<file path="src/rtl/vga_out_pkg.sv">
// Shared constants and types for the VGA output stage: pipeline latency,
// 4x4 Bayer threshold matrix and index/threshold typedefs.
package vga_out_pkg;

    localparam int unsigned VGA_OUT_LATENCY = 2;

    typedef logic [1:0] idx_t;
    typedef logic [3:0] thr_t;

    // Row-major: entry {y, x}
    localparam thr_t BAYER [16] = '{
        4'd0,  4'd8,  4'd2,  4'd10,
        4'd12, 4'd4,  4'd14, 4'd6,
        4'd3,  4'd11, 4'd1,  4'd9,
        4'd15, 4'd7,  4'd13, 4'd5
    };

    function automatic thr_t bayer_thr(input idx_t y, input idx_t x);
        return BAYER[{y, x}];
    endfunction

endpackage

</file>
<file path="src/rtl/vga_out_stage_dither_q2.sv">
// Combinational 8-bit to 2-bit quantiser with optional ordered-dither bump
// that saturates at 3.
module dither_q2
    import vga_out_pkg::*;
(
    input  logic [7:0] v,
    input  thr_t       t,
    input  logic       en,
    output logic [1:0] q
);

    always_comb begin
        q = v[7:6];
        if (en && (v[7:6] != 2'd3) && (v[5:2] > t)) begin
            q = v[7:6] + 2'd1;
        end
    end

endmodule

</file>
<file path="src/rtl/vga_out_stage.sv">
// Two-stage VGA output pipeline with 2-bit ordered-dither digital outputs.
// Define VGA_OUT_TEMPORAL_DITHER_EN to rotate the Bayer pattern per frame.
module vga_out_stage
    import vga_out_pkg::*;
(
    input  logic       clk,
    input  logic       reset,
    input  logic       hsync_in,
    input  logic       vsync_in,
    input  logic       hblank_in,
    input  logic       vblank_in,
    input  logic [7:0] r_in,
    input  logic [7:0] g_in,
    input  logic [7:0] b_in,
    input  logic       dither_en,
    output logic       hsync,
    output logic       vsync,
    output logic       hblank,
    output logic       vblank,
    output logic [7:0] r,
    output logic [7:0] g,
    output logic [7:0] b,
    output logic [1:0] rq,
    output logic [1:0] gq,
    output logic [1:0] bq
);

    idx_t xph, yph, xi, yi;
    logic hb_prev;

    always_ff @(posedge clk) begin
        if (reset) begin
            xph     <= '0;
            yph     <= '0;
            hb_prev <= 1'b1;
        end else begin
            xph     <= hblank_in ? 2'd0 : xph + 2'd1;
            hb_prev <= hblank_in;
            if (vblank_in) begin
                yph <= '0;
            end else if (hblank_in && !hb_prev) begin
                yph <= yph + 2'd1;
            end
        end
    end

`ifdef VGA_OUT_TEMPORAL_DITHER_EN
    idx_t fc;
    logic vb_prev;

    always_ff @(posedge clk) begin
        if (reset) begin
            fc      <= '0;
            vb_prev <= 1'b1;
        end else begin
            vb_prev <= vblank_in;
            if (vblank_in && !vb_prev) begin
                fc <= fc + 2'd1;
            end
        end
    end

    assign xi = xph ^ {fc[1], fc[0]};
    assign yi = yph ^ {fc[0], fc[1]};
`else
    assign xi = xph;
    assign yi = yph;
`endif

    // Stage 1: raw inputs plus the indices belonging to this pixel
    logic       hs1, vs1, hb1, vb1, den1;
    logic [7:0] r1, g1, b1;
    idx_t       xi1, yi1;

    always_ff @(posedge clk) begin
        if (reset) begin
            hs1  <= 1'b0;
            vs1  <= 1'b0;
            hb1  <= 1'b0;
            vb1  <= 1'b0;
            den1 <= 1'b0;
            r1   <= '0;
            g1   <= '0;
            b1   <= '0;
            xi1  <= '0;
            yi1  <= '0;
        end else begin
            hs1  <= hsync_in;
            vs1  <= vsync_in;
            hb1  <= hblank_in;
            vb1  <= vblank_in;
            den1 <= dither_en;
            r1   <= r_in;
            g1   <= g_in;
            b1   <= b_in;
            xi1  <= xi;
            yi1  <= yi;
        end
    end

    thr_t       thr;
    logic [1:0] rq_c, gq_c, bq_c;
    logic       blank1;

    assign thr    = bayer_thr(yi1, xi1);
    assign blank1 = hb1 | vb1;

    dither_q2 u_q_r (.v(r1), .t(thr), .en(den1), .q(rq_c));
    dither_q2 u_q_g (.v(g1), .t(thr), .en(den1), .q(gq_c));
    dither_q2 u_q_b (.v(b1), .t(thr), .en(den1), .q(bq_c));

    // Stage 2: gating uses stage-1 blanks, which are the blanks emitted alongside
    always_ff @(posedge clk) begin
        if (reset) begin
            hsync  <= 1'b0;
            vsync  <= 1'b0;
            hblank <= 1'b0;
            vblank <= 1'b0;
            r      <= '0;
            g      <= '0;
            b      <= '0;
            rq     <= '0;
            gq     <= '0;
            bq     <= '0;
        end else begin
            hsync  <= hs1;
            vsync  <= vs1;
            hblank <= hb1;
            vblank <= vb1;
            r      <= blank1 ? 8'd0 : r1;
            g      <= blank1 ? 8'd0 : g1;
            b      <= blank1 ? 8'd0 : b1;
            rq     <= blank1 ? 2'd0 : rq_c;
            gq     <= blank1 ? 2'd0 : gq_c;
            bq     <= blank1 ? 2'd0 : bq_c;
        end
    end

endmodule

</file>
<file path="config.mk">
export PLATFORM = sky130hd
export DESIGN_NAME = vga_out_stage
export DESIGN_NICKNAME = d
export VERILOG_FILES = /design/src/rtl/vga_out_pkg.sv /design/src/rtl/vga_out_stage_dither_q2.sv /design/src/rtl/vga_out_stage.sv
export SDC_FILE = /design/constraint.sdc
export NUM_CORES = 1
export LEC_CHECK = 0
export ABC_AREA = 1
export CORE_MARGIN = 10
export CORE_UTILIZATION = 30
export CTS_CLUSTER_SIZE = 24
export DETAILED_ROUTE_END_ITERATION = 8
export SYNTH_ARGS = -nofsm -noshare
export SYNTH_HDL_FRONTEND = slang
export SYNTH_SLANG_ARGS = --single-unit
</file>
<file path="constraint.sdc">
create_clock -name clk -period 2.2 [get_ports clk]
set_clock_uncertainty 0.05 [all_clocks]
set_input_delay 0.22 -clock clk [delete_from_list [all_inputs] [get_ports clk]]
set_output_delay 0.22 -clock clk [all_outputs]
set_load 0.1 [all_outputs]
</file>
Word level (Yosys, flattened, before mapping)
Memories as Yosys holds them, arrays and structs flattened.
Cells that the tools add are included.
- bitwise gates (word level): 2
- reductions and logical operators: 11
- div/mod/pow operators: 0
- shift operators: 0
- mux-type cells: 5
- add/subtract/negate cells: 5
- $mul: 0
- equal/unequal tests: 3
- $lt $le $gt $ge: 4
- operators with widths (kind ; number):
    > comparator 4 bit ; 3
    adder 2 x 1 -> 2 bit, second input constant ; 5
    two-way mux 4 bit ; 2
    logical AND 1 bit ; 7
    two-way mux 2 bit ; 3
    != test 2 bit, second input constant ; 3
    OR reduction 2 bit ; 3
    greater-or-equal comparator 5 bit, second input constant ; 1
    NOT 4 -> 5 bit ; 1
    zero test 1 bit ; 1
    bitwise OR 1 bit ; 1
- memory bits (read-only): 64
- input bits: 31
- bits in latches: 0
- flip-flop bits (word level): 72
- output and inout bits: 34
- word-level logic and storage cells: 54
- memory bits (writable): 0
- memories kept: 1
- memory list (memory ; depth ; bits a word ; read ports ; clocked after Yosys merged registers in ; wr ports ; line ; text):
    (no name shown) ; 16 ; 4 ; 1 ; 0 ; 0 ; vga_out_pkg.sv:19 ; return BAYER[{y, x}];

Logic depth before layout (Yosys ltp)
- depth after elaboration: 7
- mapped depth: 11
- depth with buffers taken out: 11

Modules after synthesis
Synthesis repeated with hierarchy kept, for this count alone.
- cell total of the unflattened synthesis: 327
- area, all modules: 2705.1 sq um
- by module, submodules not included (module ; instances ; area each (sq um) ; sequential area each (sq um) ; cells each):
    vga_out_stage ; 1 ; 2183.3 ; 1441.4 ; 234
    dither_q2 ; 3 ; 173.9 ; 0.0 ; 31

Worst setup path before layout
No wires, ideal clock.
- kind: flip-flop to flip-flop
- from: reg yi1[0]
- to: reg rq[0]
- arrival time: 1.292 ns
- required time: 2.035 ns
- slack: 0.743 ns
- cell stages (with the launch flop): 11
- period minus slack after synthesis: 1.457 ns
- buffers on the path: 0
- setup time: 0.115 ns
- cells stage by stage: dfxtp_1 -> xnor2_1 -> ha_1 -> nand2_1 -> inv_1 -> nand2_1 -> inv_1 -> nand2_1 -> nand2_1 -> a21oi_1 -> nor2_1
- longest elaborated chain between the ends: 7
- RTL lines (element ; line ; text):
    start, declared ; vga_out_stage.sv:73 ; idx_t xi1, yi1;
    start signal, assigned ; vga_out_stage.sv:97 ; yi1 <= yi;
    NOT 4 -> 5 bit (not written as such) ; vga_out_pkg.sv:19 ;
    memory read (16 x 4 bit) ; -- ;
    two-way mux 4 bit (not written as such) (2 in series) ; vga_out_pkg.sv:19 ;
    > comparator 4 bit ; vga_out_stage_dither_q2.sv:14 ; if (en && (v[7:6] != 2'd3) && (v[5:2] > t)) begin
    logical AND 1 bit ; vga_out_stage_dither_q2.sv:14 ;
    two-way mux 2 bit ; vga_out_stage_dither_q2.sv:14 ;
    end signal, assigned ; vga_out_stage.sv:133 ; rq <= blank1 ? 2'd0 : rq_c;
    end, declared ; vga_out_stage.sv:23 ; output logic [1:0] rq,
No other way between the ends. The select of a mux whose other input is x is not followed.
A chain may end at the register's enable or synchronous reset.

Worst setup path after layout
- from: reg yi1[0]
- to: reg gq[0]
- longest elaborated chain between the ends: 7
- RTL lines (element ; line ; text):
    NOT 4 -> 5 bit (not written as such) ; vga_out_pkg.sv:19 ;
    memory read (16 x 4 bit) ; -- ;
    two-way mux 4 bit (not written as such) (2 in series) ; vga_out_pkg.sv:19 ;
    > comparator 4 bit ; vga_out_stage_dither_q2.sv:14 ;
    logical AND 1 bit ; vga_out_stage_dither_q2.sv:14 ;
    two-way mux 2 bit ; vga_out_stage_dither_q2.sv:14 ;
    end signal, assigned ; vga_out_stage.sv:134 ; gq <= blank1 ? 2'd0 : gq_c;
    end, declared ; vga_out_stage.sv:24 ; output logic [1:0] gq,
No other way between the ends. The select of a mux whose other input is x is not followed.

==> metrics.yaml <==
clocking:
  postCtsSetupBuffers: 0
  h-tree-depth: 3
  cts_tree: "built"
  cts.sinks: 72
  insertion_delay_ns: 0.34
  cts_buffer_depth: 2
  ctsHoldBuffers: 0
  root_buffer: "clkbuf_8"
  post_cts_resized: 0
  cts_made_buffers: 9
  path_clk_slew_ns: 0.07
timing:
  period_share_pct: 77.4
  max_freq_mhz: 587
  drv_slew: 0
  slew_headroom_pct: 71.8
  max_slew.worst_pin.slew_ns: 0.422
  final_hold_viol_count: 0
  setup-violations-final: 0
  setup-tns-final_ns: 0
  rsz0062_at_grt: "false"
  period_minus_slack_ns: 1.70
cells_and_area:
  syn_to_final_growth_pct: 34.3
  drive_gt1_share_pct: 15.5
  final_net_count: 425
  num_antenna_cells: 0
yosys:
  yosys_most_used_dff: "dfxtp_1"
  netlist_top_cells_area: "dfxtp_1 57%, inv_1 12%, nor2_1 11%"
  avgSynthCellArea_um2: 8.14
  synthCells: 312
  synth_edf_count: 0
  yosysWarnings: 0
  yosysUniqueCellTypes: 15
  yosys.area.top_type: "dfxtp_1"
  seq_area_frac_synth_pct: 56.7
  yosysTopAreaCellShare_pct: 56.7
  yosysMostFrequentCell: "inv_1"
  synth_commonest_cells: "80 x inv_1, 77 x nor2_1, 72 x dfxtp_1, 29 x nand2_1, 14 x nand3_1"
  async_flop_share_pct: 0
  synth_seq_cells: 72
  syn_nets: 355
  syn_area_um2: 2540
die:
  fp-row-count: 33
  die_y_um: 112
  die_area_um2: 12600
  core_um2: 8220
  die_w_um: 112
  top_level_ports: 65
  initial_core_util_pct: 30.9
setup_path:
  worstPathMaxFanout: 4
  critPathMaxStageDelay_ns: 0.34
  path_delay_family: "simple AND/OR/NAND/NOR gates"
  cp-start-kind: "register"
  critPathCaptureType: "register"
  crit_path_cell_trace: "xnor2_1 -> ha_1 -> nand2_1 -> nor2_1 -> nand3_1 -> nand2_1 -> inv_1 -> nand3_1 -> nand2_1 -> nor2_1"
  cp_data_arrival_time_ns: 1.89
  critPathBufInv: 1
  crit_top_cell: "nand2_1"
  cp_slowest_cell: "xnor2_1"
  worstPathRequired_ns: 2.38
  critPathKind: "register to register"
pwr:
  peakVddDrop_v: 0.000498
  p_clk_share_pct: 38.4
  pwr-share-comb_pct: 14.3
  intPower_mw: 2.15
  pwr-share-seq_pct: 47.3
  finalPower_mw: 2.92
  switching_share_pct: 26.4
  powerDensity_nw_per_um2: 857
  p_leak_nw: 1.71
  p_sw_uw: 772
job:
  cap_violations: 0
global_route:
  gr-total-overflow: 0
  grt_pass1_vias: 1953
  grt_first_pass_wirelength_mm: 8.69
  antenna_found_initial: 0
  grt_max_degree: 39
  grt_use_total_pct: 8.60
route:
  firstDrtPassIters: 4
  drcViolationCount: 0
  postRouteAntennaNets: 0
  wl_mm: 5.12
  drtIter0Drc: 35
  vias: 1914
  viasPerCell: 3.89
  avgRoutedWirePerCell_um: 10.4
placement:
  gp_congestion: 0.766
  dp_hpwl_mm: 3.98
  io_buffers: 64
outcome:
  status: "finished, final reports clean"
min_path:
  hp-class: "input port to register"
[layout by cell type, fill, tap and decap left out, types with 3 or more instances in the layout]
cell             count
buf_4               35
a21oi_1             10
clkinv_2             3
nor2_1              77
inv_1               80
nand3_1             14
clkdlybuf4s50_1     30
clkbuf_8            10
nand2_2              5
ha_1                12
dfxtp_1             72
nand2_1             29
[metrics by stage]
stage          cell area (um^2)  worst slack [ns]  instances  hold slack, ns  util [%]
2_1_floorplan              2540             0.743        312           0.277         -
3_3_place_gp               3190             0.500        476           0.340      38.9
3_5_place_dp               3190             0.485        476           0.347      38.9
4_1_cts                    3410             0.470        492           0.319      41.5
5_1_grt                    3410             0.296        492           0.332      41.5
6_report                   3410             0.497        492           0.341      41.5
[layout make-up]
| class | instances | area, um^2 |
|---|---|---|
| inverters | 82 | 308 |
| clock buffers | 10 | 138 |
| clock inverters | 6 | 82.6 |
| flip-flops and latches | 72 | 1440 |
| repair buffers | 65 | 563 |
| fillers | 860 | 4800 |
| well taps | 105 | 131 |
| multi-input cells | 152 | 749 |
[flip-flops by register name, summed over array words and instances (netlist names), 2 cells and up]
name / flops
b1: 8
b: 8
g1: 8
g: 8
r1: 8
r: 8
bq: 2
gq: 2
rq: 2
xi1: 2
xi: 2
yi1: 2
yi: 2
[cells by family after synthesis]
family,after synthesis,share of synthesized area (%)
buf+inv,88,13.8
compound gates,10,1.97
xor+xnor,1,0.345
fa+ha+maj,12,5.91
flops,72,56.7
simple gates,129,21.3
[per-layer routing]
metal | wire length, um | share of wire [%] | track usage (%)
met1 | 2310 | 45 | 9.06
met2 | 2250 | 44 | 13.6
met3 | 487 | 9.5 | 5.06
met4 | 70 | 1.4 | 4.06
met5 | 0 | 0 | 0
[power groups by stage]
stage	clock network [mW]	logic, mW	registers, mW
floorplan	0	0.138	1.58
global route	1.21	0.462	1.39
detailed placement	0	0.426	1.41
finish	1.12	0.420	1.38
global placement	0	0.419	1.41
CTS	1.16	0.427	1.38
[worst min-delay path: cells and delay by family]
kind,cells,cell delay (ns)
buffers and inverters,2,0.44
and+or+nand+nor,1,0.03
[path summary, 6_finish.rpt]
check	end	slack [ns]	startpoint	cells past startpoint
setup / recovery	gq[0]	0.50	yi1[0]	10
hold / removal	hs1	0.34	hsync_in	3
setup reg to reg	gq[0]	0.50	yi1[0]	10
hold reg to reg	b[1]	0.36	b1[1]	2
No activity file was read; power rests on OpenSTA's default activity.
